<file path="config.mk">
export PLATFORM = sky130hd
export DESIGN_NAME = cmd_sequencer
export DESIGN_NICKNAME = d
export VERILOG_FILES = /design/src/rtl/knight_cmd_pkg.sv /design/src/rtl/cmd_fifo.sv /design/src/rtl/cmd_sequencer.sv
export SDC_FILE = /design/constraint.sdc
export NUM_CORES = 1
export LEC_CHECK = 0
export BUFFER_PORTS_ARGS = -buffer_cell sky130_fd_sc_hd__buf_2
export CAP_MARGIN = 5
export CORE_MARGIN = 2
export CORE_UTILIZATION = 40
export DETAILED_ROUTE_END_ITERATION = 10
export HOLD_SLACK_MARGIN = 0.1
export SYNTH_ARGS = -nofsm -noshare
export SYNTH_HDL_FRONTEND = slang
export SYNTH_SLANG_ARGS = --single-unit
</file>
<file path="constraint.sdc">
create_clock -name clk -period 3.3 [get_ports clk]
set_clock_uncertainty 0.15 [all_clocks]
set_input_delay 0.165 -clock clk [delete_from_list [all_inputs] [get_ports clk]]
set_output_delay 0.165 -clock clk [all_outputs]
set_load 0.02 [all_outputs]
</file>
<file path="src/rtl/knight_cmd_pkg.sv">
// ---------------------------------------------------------------------------
// knight_cmd_pkg
// Shared definitions for the Knight command sequencer:
//   - command opcodes and heading constants for the 16-bit command word
//     {opcode[15:12], heading[11:4], squares[3:0]}
//   - positive acknowledge byte returned by the Knight
//   - sequencer FSM state and error-code enumerations
//   - make_cmd(): packs the three command fields into a word
// ---------------------------------------------------------------------------
package knight_cmd_pkg;

  localparam logic [15:0] CAL_GYRO   = 16'h2000;
  localparam logic [3:0]  OP_MOVE    = 4'h4;
  localparam logic [3:0]  OP_FANFARE = 4'h5;
  localparam logic [3:0]  OP_TOUR    = 4'h6;

  localparam logic [7:0]  NORTH      = 8'h00;
  localparam logic [7:0]  WEST       = 8'h3F;
  localparam logic [7:0]  SOUTH      = 8'h7F;
  localparam logic [7:0]  EAST       = 8'hBF;

  localparam logic [7:0]  POS_ACK    = 8'hA5;

  typedef enum logic [2:0] {
    ST_IDLE      = 3'd0,
    ST_LOAD      = 3'd1,
    ST_SEND      = 3'd2,
    ST_WAIT_SNT  = 3'd3,
    ST_WAIT_RESP = 3'd4,
    ST_ERR       = 3'd5
  } seq_state_t;

  typedef enum logic [1:0] {
    ERR_NONE    = 2'b00,
    ERR_NACK    = 2'b01,
    ERR_TIMEOUT = 2'b10,
    ERR_ABORT   = 2'b11
  } err_code_t;

  function automatic logic [15:0] make_cmd(input logic [3:0] opcode,
                                           input logic [7:0] heading,
                                           input logic [3:0] squares);
    return {opcode, heading, squares};
  endfunction

endpackage

</file>
<file path="src/rtl/cmd_fifo.sv">
// ---------------------------------------------------------------------------
// cmd_fifo
// Circular command queue, DEPTH entries of W bits.
//   clk, rst_n     : clock, asynchronous active-low reset
//   i_push, i_din  : enqueue i_din (dropped and overflow set when full,
//                    unless a pop frees a slot in the same cycle)
//   i_pop          : dequeue the head (ignored when empty)
//   i_flush        : empty the queue and clear overflow (wins over push/pop)
//   o_head         : current head word
//   o_full, o_empty, o_count, o_overflow : status
// Pointers carry one extra wrap bit so full and empty are distinguishable.
// ---------------------------------------------------------------------------
module cmd_fifo #(
  parameter int DEPTH = 8,
  parameter int W     = 16
) (
  input  logic                     clk,
  input  logic                     rst_n,
  input  logic                     i_push,
  input  logic [W-1:0]             i_din,
  input  logic                     i_pop,
  input  logic                     i_flush,
  output logic [W-1:0]             o_head,
  output logic                     o_full,
  output logic                     o_empty,
  output logic [$clog2(DEPTH):0]   o_count,
  output logic                     o_overflow
);

  localparam int AW = $clog2(DEPTH);

  logic [W-1:0] r_mem [DEPTH];
  logic [AW:0]  r_wr_ptr;
  logic [AW:0]  r_rd_ptr;
  logic         r_overflow;

  logic         w_do_pop;
  logic         w_do_push;

  assign o_empty = (r_wr_ptr == r_rd_ptr);
  assign o_full  = (r_wr_ptr[AW] != r_rd_ptr[AW]) &&
                   (r_wr_ptr[AW-1:0] == r_rd_ptr[AW-1:0]);
  assign o_count = r_wr_ptr - r_rd_ptr;
  assign o_head  = r_mem[r_rd_ptr[AW-1:0]];
  assign o_overflow = r_overflow;

  // A pop in the same cycle frees a slot, so a push into a full queue
  // is still accepted then and occupancy stays constant.
  assign w_do_pop  = i_pop && !o_empty && !i_flush;
  assign w_do_push = i_push && !i_flush && (!o_full || w_do_pop);

  always_ff @(posedge clk) begin
    if (w_do_push) begin
      r_mem[r_wr_ptr[AW-1:0]] <= i_din;
    end
  end

  always_ff @(posedge clk or negedge rst_n) begin
    if (!rst_n) begin
      r_wr_ptr   <= '0;
      r_rd_ptr   <= '0;
      r_overflow <= 1'b0;
    end else if (i_flush) begin
      r_wr_ptr   <= '0;
      r_rd_ptr   <= '0;
      r_overflow <= 1'b0;
    end else begin
      if (w_do_push) r_wr_ptr <= r_wr_ptr + 1'b1;
      if (w_do_pop)  r_rd_ptr <= r_rd_ptr + 1'b1;
      if (i_push && !w_do_push) r_overflow <= 1'b1;
    end
  end

endmodule

</file>
<file path="src/rtl/cmd_sequencer.sv">
// ---------------------------------------------------------------------------
// cmd_sequencer
// Queues 16-bit Knight commands and issues them to RemoteComm one at a
// time, waiting for the Knight's acknowledge byte after each one. Halts in
// ERR on NACK, response timeout or abort.
//   clk, rst_n              : clock, asynchronous active-low reset
//   push, push_cmd          : enqueue a command word
//   start, abort, clr_err,
//   flush                   : control pulses
//   full, empty, count,
//   overflow                : queue status
//   snd_cmd, cmd            : request to RemoteComm and the word to send
//   cmd_snt, resp_rdy, resp : RemoteComm transmit-done and response byte
//   busy, done, err,
//   err_code, cmds_done     : sequencer status
// ---------------------------------------------------------------------------
module cmd_sequencer
  import knight_cmd_pkg::*;
#(
  parameter int          DEPTH        = 8,
  parameter logic [7:0]  ACK_BYTE     = 8'hA5,
  parameter logic [31:0] TIMEOUT_CLKS = 32'd50_000_000
) (
  input  logic                     clk,
  input  logic                     rst_n,
  input  logic                     push,
  input  logic [15:0]              push_cmd,
  input  logic                     start,
  input  logic                     abort,
  input  logic                     clr_err,
  input  logic                     flush,
  output logic                     full,
  output logic                     empty,
  output logic [$clog2(DEPTH):0]   count,
  output logic                     overflow,
  output logic                     snd_cmd,
  output logic [15:0]              cmd,
  input  logic                     cmd_snt,
  input  logic                     resp_rdy,
  input  logic [7:0]               resp,
  output logic                     busy,
  output logic                     done,
  output logic                     err,
  output logic [1:0]               err_code,
  output logic [7:0]               cmds_done
);

  seq_state_t  r_state;
  seq_state_t  w_state_next;
  err_code_t   r_err_code;
  err_code_t   w_err_code_next;
  logic [15:0] r_cmd;
  logic [31:0] r_tmo_cnt;
  logic [31:0] w_tmo_cnt_next;
  logic [7:0]  r_cmds_done;
  logic [7:0]  w_cmds_done_next;
  logic        r_done;
  logic        w_done_next;

  logic        w_pop;
  logic        w_flush;
  logic        w_ack;
  logic        w_tmo_hit;
  logic [15:0] w_head;

  // Flushing while a command is in flight would pull entries out from
  // under the FSM, so it is only honoured when the sequencer is parked.
  assign w_flush = flush && ((r_state == ST_IDLE) || (r_state == ST_ERR));

  cmd_fifo #(
    .DEPTH (DEPTH),
    .W     (16)
  ) u_fifo (
    .clk        (clk),
    .rst_n      (rst_n),
    .i_push     (push),
    .i_din      (push_cmd),
    .i_pop      (w_pop),
    .i_flush    (w_flush),
    .o_head     (w_head),
    .o_full     (full),
    .o_empty    (empty),
    .o_count    (count),
    .o_overflow (overflow)
  );

  assign w_ack = resp_rdy && (resp == ACK_BYTE);
  // ">=" rather than "==": cmd_snt arriving on the last allowed cycle moves
  // to WAIT_RESP with the count already past the limit, and that must still
  // time out on the next cycle without a response.
  assign w_tmo_hit = (r_tmo_cnt >= (TIMEOUT_CLKS - 32'd1));

  always_comb begin
    w_state_next     = r_state;
    w_err_code_next  = r_err_code;
    w_tmo_cnt_next   = r_tmo_cnt;
    w_cmds_done_next = r_cmds_done;
    w_done_next      = 1'b0;
    w_pop            = 1'b0;

    case (r_state)
      ST_IDLE: begin
        if (start) begin
          w_cmds_done_next = 8'd0;
          if (empty) begin
            w_done_next = 1'b1;
          end else begin
            w_state_next = ST_LOAD;
          end
        end
      end

      // An abort here leaves the head entry queued rather than losing it.
      ST_LOAD: begin
        if (abort) begin
          w_state_next    = ST_ERR;
          w_err_code_next = ERR_ABORT;
        end else begin
          w_pop        = 1'b1;
          w_state_next = ST_SEND;
        end
      end

      ST_SEND: begin
        w_tmo_cnt_next = 32'd0;
        if (abort) begin
          w_state_next    = ST_ERR;
          w_err_code_next = ERR_ABORT;
        end else begin
          w_state_next = ST_WAIT_SNT;
        end
      end

      ST_WAIT_SNT: begin
        w_tmo_cnt_next = r_tmo_cnt + 32'd1;
        if (abort) begin
          w_state_next    = ST_ERR;
          w_err_code_next = ERR_ABORT;
        end else if (cmd_snt) begin
          w_state_next = ST_WAIT_RESP;
        end else if (w_tmo_hit) begin
          w_state_next    = ST_ERR;
          w_err_code_next = ERR_TIMEOUT;
        end
      end

      ST_WAIT_RESP: begin
        w_tmo_cnt_next = r_tmo_cnt + 32'd1;
        if (abort) begin
          w_state_next    = ST_ERR;
          w_err_code_next = ERR_ABORT;
        end else if (resp_rdy) begin
          if (w_ack) begin
            if (r_cmds_done != 8'hFF) w_cmds_done_next = r_cmds_done + 8'd1;
            if (empty) begin
              w_done_next  = 1'b1;
              w_state_next = ST_IDLE;
            end else begin
              w_state_next = ST_LOAD;
            end
          end else begin
            w_state_next    = ST_ERR;
            w_err_code_next = ERR_NACK;
          end
        end else if (w_tmo_hit) begin
          w_state_next    = ST_ERR;
          w_err_code_next = ERR_TIMEOUT;
        end
      end

      ST_ERR: begin
        if (clr_err) begin
          w_state_next    = ST_IDLE;
          w_err_code_next = ERR_NONE;
        end
      end

      default: begin
        w_state_next = ST_IDLE;
      end
    endcase
  end

  always_ff @(posedge clk or negedge rst_n) begin
    if (!rst_n) begin
      r_state     <= ST_IDLE;
      r_err_code  <= ERR_NONE;
      r_cmd       <= 16'h0000;
      r_tmo_cnt   <= 32'd0;
      r_cmds_done <= 8'd0;
      r_done      <= 1'b0;
    end else begin
      r_state     <= w_state_next;
      r_err_code  <= w_err_code_next;
      r_tmo_cnt   <= w_tmo_cnt_next;
      r_cmds_done <= w_cmds_done_next;
      r_done      <= w_done_next;
      if (w_pop) r_cmd <= w_head;
    end
  end

  assign cmd       = r_cmd;
  assign snd_cmd   = (r_state == ST_SEND);
  assign busy      = (r_state == ST_LOAD) || (r_state == ST_SEND) ||
                     (r_state == ST_WAIT_SNT) || (r_state == ST_WAIT_RESP);
  assign err       = (r_state == ST_ERR);
  assign err_code  = r_err_code;
  assign done      = r_done;
  assign cmds_done = r_cmds_done;

endmodule

</file>
==> impl_metrics.toml, run 1 <==
[clock_network]
cts_tree = "built"
cts_root_buffer = "clkbuf_16"
cts.sinks = 199
cts_buffers = 17
postCtsSetupBuffers = 0
path_clk_slew_ns = 0.07
htree_levels = 4
clockBufferDepth = 2
clock_latency_ns = 0.43

[synth]
ys_ff_latch = 199
ys.flop_type = "edfxtp_1"
avgSynthCellArea_um2 = 13.7
yosysTopAreaCellShare_pct = 45.0
synth_seq_area_share_pct = 65.8
ys.warnings.count = 0
synthDistinctLibCells = 54
yosys-top-cells-count = "edfxtp_1, nand2_1, dfrtp_1"
synth_area_leaders = "edfxtp_1, dfrtp_1, mux4_2"
synthCells = 623
yosysMostFrequentCell = "edfxtp_1"
synth_top_area_cell = "edfxtp_1"
synthArstFlopShare_pct = 35.7
synth_edf_count = 128
syn_nets = 664
synth_area_um2 = 8540

[pwr]
power_density_nw_per_um2 = 752
ir_worst_vdd_mv = 0.450
leakage_nw = 3.83

[cells_and_area]
areaGrowthSynthToFinish_pct = 19.4
fin_util_pct = 48.6
regArea_um2 = 5620
nets = 772
n_antenna_cell = 0
fillers = 1862
fin_cells = 1019
drive_above_1_share_pct = 21.2
stdcell_area_um2 = 10200
multi_input_area_um2 = 2770

[flow_run]
cap_violations = 0

[drt]
first_pass_iters = 4
drc = 0
wire_per_inst_um = 17.6
via_per_inst = 5.39
ant_nets = 0
finalWirelength_um = 17900
initialDrtViolationCount = 333
vias = 5490

[grt]
grt_util_all_layers_pct = 17.0
grt_pass1_wl_um = 29500
antenna_found_initial = 0
grt_overflow = 0
grt_pass1_vias = 5632
grt_max_degree = 72

[timing]
grt_setup_unrepaired = "no"
setup_viol = 0
setup_ws_ns = 0.267
finalCritPeriodShare_pct = 91.9
tightest_slew_ns = 0.971
fmax_mhz = 330
finalHoldViolCount = 0
slew_headroom_pct = 35.3
fin_tns_setup_ns = 0
min_period_ns = 3.03
slew_viol_final = 0

[place]
placed_area_um2 = 9270
io_buffer_count = 69
place.gp.congestion = 0.810
dp_hpwl_um = 11300
dp_slack_ns = 0.699
dp.cells = 959

[setup_path]
reg2reg_depth = 6
path_max_fanout = 3
worstSetupEndpointType = "flip-flop"
startpoint_type = "input port"
path_class = "in -> reg"
cp.arrival_ns = 3.23
worstPathRequired_ns = 3.50

[floorplan]
initial_utilization_pct = 40.7
dieWidth_um = 150
die-area_um2 = 22500
die_y_um = 150
ios = 70
rows = 53
core_um2 = 21000

[min_path]
whs_path_depth = 5
hp-class = "in -> reg"

[run_status]
status = "finished clean"
## through the flow
stage                     power (mW)  hold slack, ns
after global placement          5.47           0.237
after CTS                       7.76           0.107
after global routing            8.10           0.180
after detailed placement        5.52           0.247
after floorplan                 4.81          -0.281
final                           7.67           0.136
## flip-flops by register name, summed over array words and instances (netlist names)
name	flops
r_state	3
cmd	16
err_code	2
u_fifo.r_mem	128
u_fifo.o_overflow	1
done	1
u_fifo.r_rd_ptr	4
r_tmo_cnt	32
u_fifo.r_wr_ptr	4
cmds_done	8
## what timing repair did
action,4_1_cts,5_1_grt
resized for setup,0,1
hold endpoints to repair,214,0
hold buffers,28,0
setup endpoints to repair,0,2
## kinds of logic after synthesis
| family | count (synthesis) | share of synthesized area [%] |
|---|---|---|
| xor gates and xnor gates | 16 | 1.64 |
| AOI/OAI and AO/OA | 90 | 7.00 |
| DFF | 199 | 65.8 |
| adders and majority gates | 8 | 1.26 |
| buffers and inverters | 42 | 1.99 |
| muxes | 44 | 9.85 |
| and+or+nand+nor | 224 | 12.4 |
## report_power, final
group	switching, mW	internal [mW]
Combinational	1.37	0.911
Clock	0.998	1.17
Sequential	0.209	3.02
Total	2.57	5.10
## worst max-delay path: stages
cell and delay [ns]:
dlygate4sd3_1 0.53, buf_2 0.12, nor4bb_2 0.37, dlygate4sd3_1 0.61, nand3_1 0.12, dlygate4sd3_1 0.62, or4_1 0.55, o22ai_1 0.15
## worst paths after layout
path | end | slack, ns | from
worst max-delay path | cmds_done[1] | 0.27 | resp[3]
worst min-delay path | err_code[1] | 0.14 | resp[6]
worst max register to register | r_state[0] | 0.41 | r_tmo_cnt[10]
worst min register to register | r_tmo_cnt[31] | 0.34 | r_tmo_cnt[31]
max in group asynchronous | u_fifo.r_rd_ptr[0] | 2.02 | rst_n
min in group asynchronous | r_tmo_cnt[16] | 0.30 | rst_n
## cell usage in the layout (no fill, tap or decap), types with 4 or more instances in the layout
master,count
inv_1,15
xnor2_1,11
nand3_1,31
mux2i_1,12
o21ai_0,25
xor2_1,5
clkinv_8,5
nand2_1,76
ha_1,7
o211ai_1,8
buf_4,19
mux4_2,32
nor3_1,7
inv_6,4
dfrtp_1,70
and2_1,4
and3_1,6
nand4_1,10
a31oi_1,17
a21oi_1,11
clkbuf_16,17
nand2b_1,4
o31ai_1,10
nor2_1,56
dlygate4sd3_1,28
nor4b_1,5
nor4_1,5
buf_2,68
edfxtp_1,128
## final cells by class
cell class | count | share of cell area [%]
Clock buffer | 18 | 4.21
Multi-Input combinational cell | 382 | 27.2
Clock inverter | 14 | 2.01
Tap cell | 275 | 3.38
Timing Repair Buffer | 115 | 7.49
Inverter | 16 | 0.589
Sequential cell | 199 | 55.1
## routing by layer
| layer | global-route usage [%] | vias to the layer above | part of all wire (%) |
|---|---|---|---|
| li1 | - | 2577 | - |
| met1 | 22.4 | 2786 | 45 |
| met2 | 28.8 | 113 | 50 |
| met3 | 3.52 | 14 | 4.0 |
| met4 | 4.53 | 0 | 1.0 |
| met5 | 0 | - | 0 |
Note: power is estimated with default switching activity, not from simulation.
==> run 2, diff against run 1 <==
ABC_AREA = 1   (was not set)
==> run 2 against run 1 <==
Final area up 4.5%. Sequential cell count is the same. Count of clock-buffer cells in the layout unchanged.
==> impl_metrics.toml, run 2 <==
[clock_network]
path_clk_slew_ns = 0.08
htree_levels = 4
clock_latency_ns = 0.44
cts_buffers = 17
cts_tree = "built"
cts.sinks = 199
clockBufferDepth = 2
cts_root_buffer = "clkbuf_16"

[timing]
whs_ns = 0.103
setup_viol = 0
min_period_ns = 2.60
slew_viol_final = 0
fmax_mhz = 385
finalHoldViolCount = 0
grt_setup_unrepaired = "no"
fin_tns_setup_ns = 0
finalCritPeriodShare_pct = 78.7
tightest_slew_ns = 0.677
slew_headroom_pct = 54.9
setup_ws_ns = 0.703

[synth]
ys.flop_type = "edfxtp_1"
synthDistinctLibCells = 40
synth_top_area_cell = "edfxtp_1"
syn_nets = 950
ys.warnings.count = 0
synth_area_um2 = 9040
synth_edf_count = 128
ys_ff_latch = 199
avgSynthCellArea_um2 = 9.94
yosysTopAreaCellShare_pct = 42.5
synthArstFlopShare_pct = 35.7
synthCells = 909
synth_area_leaders = "edfxtp_1, dfrtp_1, nand2_1"
yosys-top-cells-count = "nand2_1, nor2_1, edfxtp_1"
synth_seq_area_share_pct = 62.2
yosysMostFrequentCell = "nand2_1"

[drt]
via_per_inst = 5.21
wire_per_inst_um = 16.3
ant_nets = 0
drc = 0
vias = 6830
first_pass_iters = 5
initialDrtViolationCount = 411
finalWirelength_um = 21400

[cells_and_area]
layout_commonest_cell = "nand2_1"
n_antenna_cell = 0
final_cell_mix = "nand2_1, nor2_1, edfxtp_1"
largest_reg_flops = 128
nets = 1053
fillers = 2081
stdcell_area_um2 = 10700
areaGrowthSynthToFinish_pct = 17.9
drive_above_1_share_pct = 14.6
fin_util_pct = 47.5
fin_cells = 1310

[place]
place.gp.congestion = 0.879
dp_hpwl_um = 13800
dp_slack_ns = 0.820
io_buffer_count = 69
placed_area_um2 = 9770
dp.cells = 1250

[setup_path]
cp_slowest_cell = "dlygate4sd3_1"
worstSetupEndpointType = "flip-flop"
reg2reg_depth = 12
cp_top_family = "simple AND/OR/NAND/NOR gates"
cp_slowest_stage_delay_ns = 0.54
crit_path_frequent_cell = "nand2_1"
path_class = "reg -> reg"
cp.arrival_ns = 2.82
startpoint_type = "flip-flop"
cp_cell_sequence = "ha_1 -> nand2_1 -> nor2_1 -> nand2_1 -> nand2_1 -> nand3_1 -> nand3_1 -> nand2_1 -> nand2_1 -> nand2_1 -> nand2_1 -> dlygate4sd3_1"
worstPathRequired_ns = 3.52
path_max_fanout = 5
critical_path_buf_inv_count = 1
worstSetupPathDepth = 12

[min_path]
hp-class = "in -> async"

[floorplan]
die-area_um2 = 23800
rows = 55
die_y_um = 154
dieWidth_um = 154
core_um2 = 22400
ios = 70
initial_utilization_pct = 40.3

[grt]
grt_util_all_layers_pct = 18.5
antenna_found_initial = 0
grt_max_degree = 68
grt_overflow = 0
grt_pass1_vias = 6526
grt_pass1_wl_um = 34700

[pwr]
leakage_nw = 4.25
power_density_nw_per_um2 = 745
finalPower_mw = 7.93
ir_worst_vdd_mv = 0.465

[run_status]
status = "finished clean"

[flow_run]
cap_violations = 0
run 2: cell count changes after synthesis, moves of 22 or more:
cell	before	now
inv_1	15	60
mux4_2	32	0
nand2_1	76	170
nor2_1	56	142
o21ai_0	25	99
o221ai_1	0	22
run 2: routing by layer:
metal | up-vias | global-route usage, % | share of wire (%)
li1 | 3358 | - | -
met4 | 0 | 4.89 | 1.6
met5 | - | 0 | 0
met1 | 3297 | 25.5 | 47
met3 | 26 | 3.31 | 3.9
met2 | 149 | 30.5 | 48
run 2: repair_timing:
item                                   CTS  global route
resized for setup                        0             0
endpoints found under the hold margin  192             0
buffers inserted                         0             0
hold buffers                            28             0
run 2: worst paths after layout:
path                       slack [ns]         start      endpoint
setup / recovery                 0.70  r_tmo_cnt[0]    r_state[0]
hold / removal                   0.10         rst_n  r_tmo_cnt[3]
setup reg to reg                 0.70  r_tmo_cnt[0]    r_state[0]
hold reg to reg                  0.33        cmd[5]        cmd[5]
max in group asynchronous        2.15         rst_n        cmd[0]
min in group clk                 0.13       resp[4]          done
run 2: cell families after synthesis:
kind of cell             count (synthesis)  synth area share (%)
AND/OR/NAND/NOR                        409                  19.2
AO/OA/AOI/OAI                          175                  11.4
XOR/XNOR                                16                  1.55
buffers and inverters                  102                  4.51
adder cells (fa/ha/maj)                  8                  1.19
flip-flops                             199                  62.2
run 2: power by group:
part	internal (mW)	switching, mW	leakage [nW]	total [mW]
logic	0.811	1.80	1.86	2.61
registers	3.06	0.190	2.10	3.25
clock network	1.03	1.04	0.288	2.08
run 2: area by class of cell:
cell class                      instances  area [µm²]  share of cell area [%]
Sequential cell                       199        5620                    52.8
Multi-Input combinational cell        608        3030                    28.4
Timing Repair Buffer                  116         783                    7.35
Clock buffer                           18         429                    4.03
Tap cell                              285         357                    3.35
Inverter                               70         263                    2.47
Clock inverter                         14         174                    1.63
run 2: worst reg2reg max path: stages, from the launching register on:
cell	delay, ns
dfrtp_1	0.43
ha_1	0.25
nand2_1	0.09
nor2_1	0.21
nand2_1	0.18
nand2_1	0.13
nand3_1	0.18
nand3_1	0.15
nand2_1	0.06
nand2_1	0.06
nand2_1	0.05
nand2_1	0.06
dlygate4sd3_1	0.54
==> run 3, diff against run 2 <==
clock period = 2.6 ns   (was 3.3 ns; I/O delays follow)
==> run 3 against run 2 <==
Register-to-register slack got worse by 0.49 ns. Clock power rose by 35%. Sequential share of layout area is 1.4 points lower. Critical path depth down 1. Die area is the same.
==> impl_metrics.toml, run 3 (synthesized netlist as in run 2, its figures left out) <==
[grt]
grt_util_met2_pct = 32.5
grt_pass1_wl_um = 35100
grt_overflow = 0
antenna_found_initial = 0
grt_busiest_layer = "met2"
grt_util_all_layers_pct = 18.8
use_met3_pct = 3.47
use_met1_pct = 24.6
grt_max_degree = 67
grt_pass1_vias = 6750

[timing]
slew_headroom_pct = 55.3
slew_viol_final = 0
finalHoldViolCount = 0
grt_setup_unrepaired = "no"
setup_viol = 0
fmax_mhz = 419
fin_tns_setup_ns = 0
min_period_ns = 2.39
tightest_slew_ns = 0.670
finalCritPeriodShare_pct = 91.8

[drt]
via_per_inst = 5.20
finalWirelength_um = 21600
ant_nets = 0
wire_per_inst_um = 16.4
drc = 0
initialDrtViolationCount = 527
first_pass_iters = 5
vias = 6853

[clock_network]
clockBufferDepth = 2
cts_root_buffer = "clkbuf_16"
htree_levels = 4
postCtsSetupBuffers = 0
path_clk_slew_ns = 0.08
cts_tree = "built"
cts_buffers = 17
cts.sinks = 199
clock_latency_ns = 0.44

[flow_run]
cap_violations = 0

[setup_path]
cp_slowest_stage_delay_ns = 0.55
cp.arrival_ns = 2.60
worstPathRequired_ns = 2.81
worstSetupEndpointType = "flip-flop"
startpoint_type = "flip-flop"
crit_path_frequent_cell = "inv_1"
cp_slowest_cell = "dlygate4sd3_1"
path_max_fanout = 5
cp_cell_sequence = "inv_1 -> ha_1 -> inv_1 -> nor2_1 -> inv_1 -> nor2_4 -> nand2_2 -> nand3_4 -> nand2_1 -> dlygate4sd3_1 -> a21boi_0"
path_class = "reg -> reg"

[place]
dp_hpwl_um = 13900
place.gp.congestion = 0.894
io_buffer_count = 69

[pwr]
ir_worst_vdd_mv = 0.422
leakage_nw = 4.35
finalPower_mw = 10.4
power_density_nw_per_um2 = 954

[cells_and_area]
final_cell_mix = "nand2_1, nor2_1, edfxtp_1"
n_antenna_cell = 0
areaGrowthSynthToFinish_pct = 21.0
layout_commonest_cell = "nand2_1"
nets = 1060
drive_above_1_share_pct = 16.7
largest_reg_flops = 128

[floorplan]
ios = 70
die-area_um2 = 23800
core_um2 = 22400
rows = 55
initial_utilization_pct = 40.3
dieWidth_um = 154
die_y_um = 154

[min_path]
hp-class = "in -> reg"

[run_status]
status = "finished clean"
## run 3: what timing repair did
| item | CTS | global route |
|---|---|---|
| hold buffers | 30 | 0 |
| hold endpoints to repair | 216 | 0 |
| gates resized for setup | 0 | 6 |
| endpoints found under the setup margin | 0 | 2 |
## run 3: worst paths after layout
| kind | start | endpoint | slack, ns | cells after the start |
|---|---|---|---|---|
| worst max-delay path | u_fifo.r_wr_ptr[0] | u_fifo.o_overflow | 0.21 | 11 |
| worst min-delay path | resp[3] | done | 0.11 | 5 |
| worst max register to register | u_fifo.r_wr_ptr[0] | u_fifo.o_overflow | 0.21 | 11 |
| worst min register to register | cmd[2] | cmd[2] | 0.33 | 2 |
| max in group asynchronous | rst_n | u_fifo.r_rd_ptr[0] | 1.48 | 4 |
| min in group asynchronous | rst_n | r_tmo_cnt[3] | 0.59 | 4 |
## run 3: per-stage QoR
stage	std cells	utilization, %	hold slack [ns]	instance area, µm²	setup slack, ns
6_report	1317	48.8	0.113	10900	0.214
4_1_cts	1317	48.7	0.103	10900	0.106
3_5_place_dp	1255	44.4	-0.0181	9970	0.284
2_1_floorplan	909	-	-0.316	9150	0.00570
5_1_grt	1317	48.8	0.141	10900	0.00294
3_3_place_gp	1255	44.4	-0.0248	9970	0.316
## run 3: cell type report
class	instances	area, µm²
Clock inverter	15	218
Fill cell	2055	11500
Inverter	70	265
Multi-Input combinational cell	608	3110
Timing Repair Buffer	123	938
Sequential cell	199	5620
Clock buffer	17	425
Tap cell	285	357
## run 3: layer usage
metal  vias to the layer above  routed length (µm)  part of all wire (%)
li1                       3371                   -                     -
met1                      3294                9700                    45
met2                       167               10700                    50
met3                        21                 942                   4.4
met4                         0                 247                   1.1
met5                         -                   0                     0
## run 3: where the power goes
part / total (mW) / switching [mW] / internal [mW]
Clock: 2.81 / 1.45 / 1.37
Combinational: 3.50 / 2.38 / 1.12
Sequential: 4.12 / 0.239 / 3.88
Total: 10.4 / 4.06 / 6.37
## run 3: worst max-delay path: cells and delay by family (launching register included)
family,cells,cell delay (ns)
fa+ha+maj,1,0.28
buf+inv,4,0.79
flops,1,0.40
compound gates,1,0.15
simple gates,5,0.53
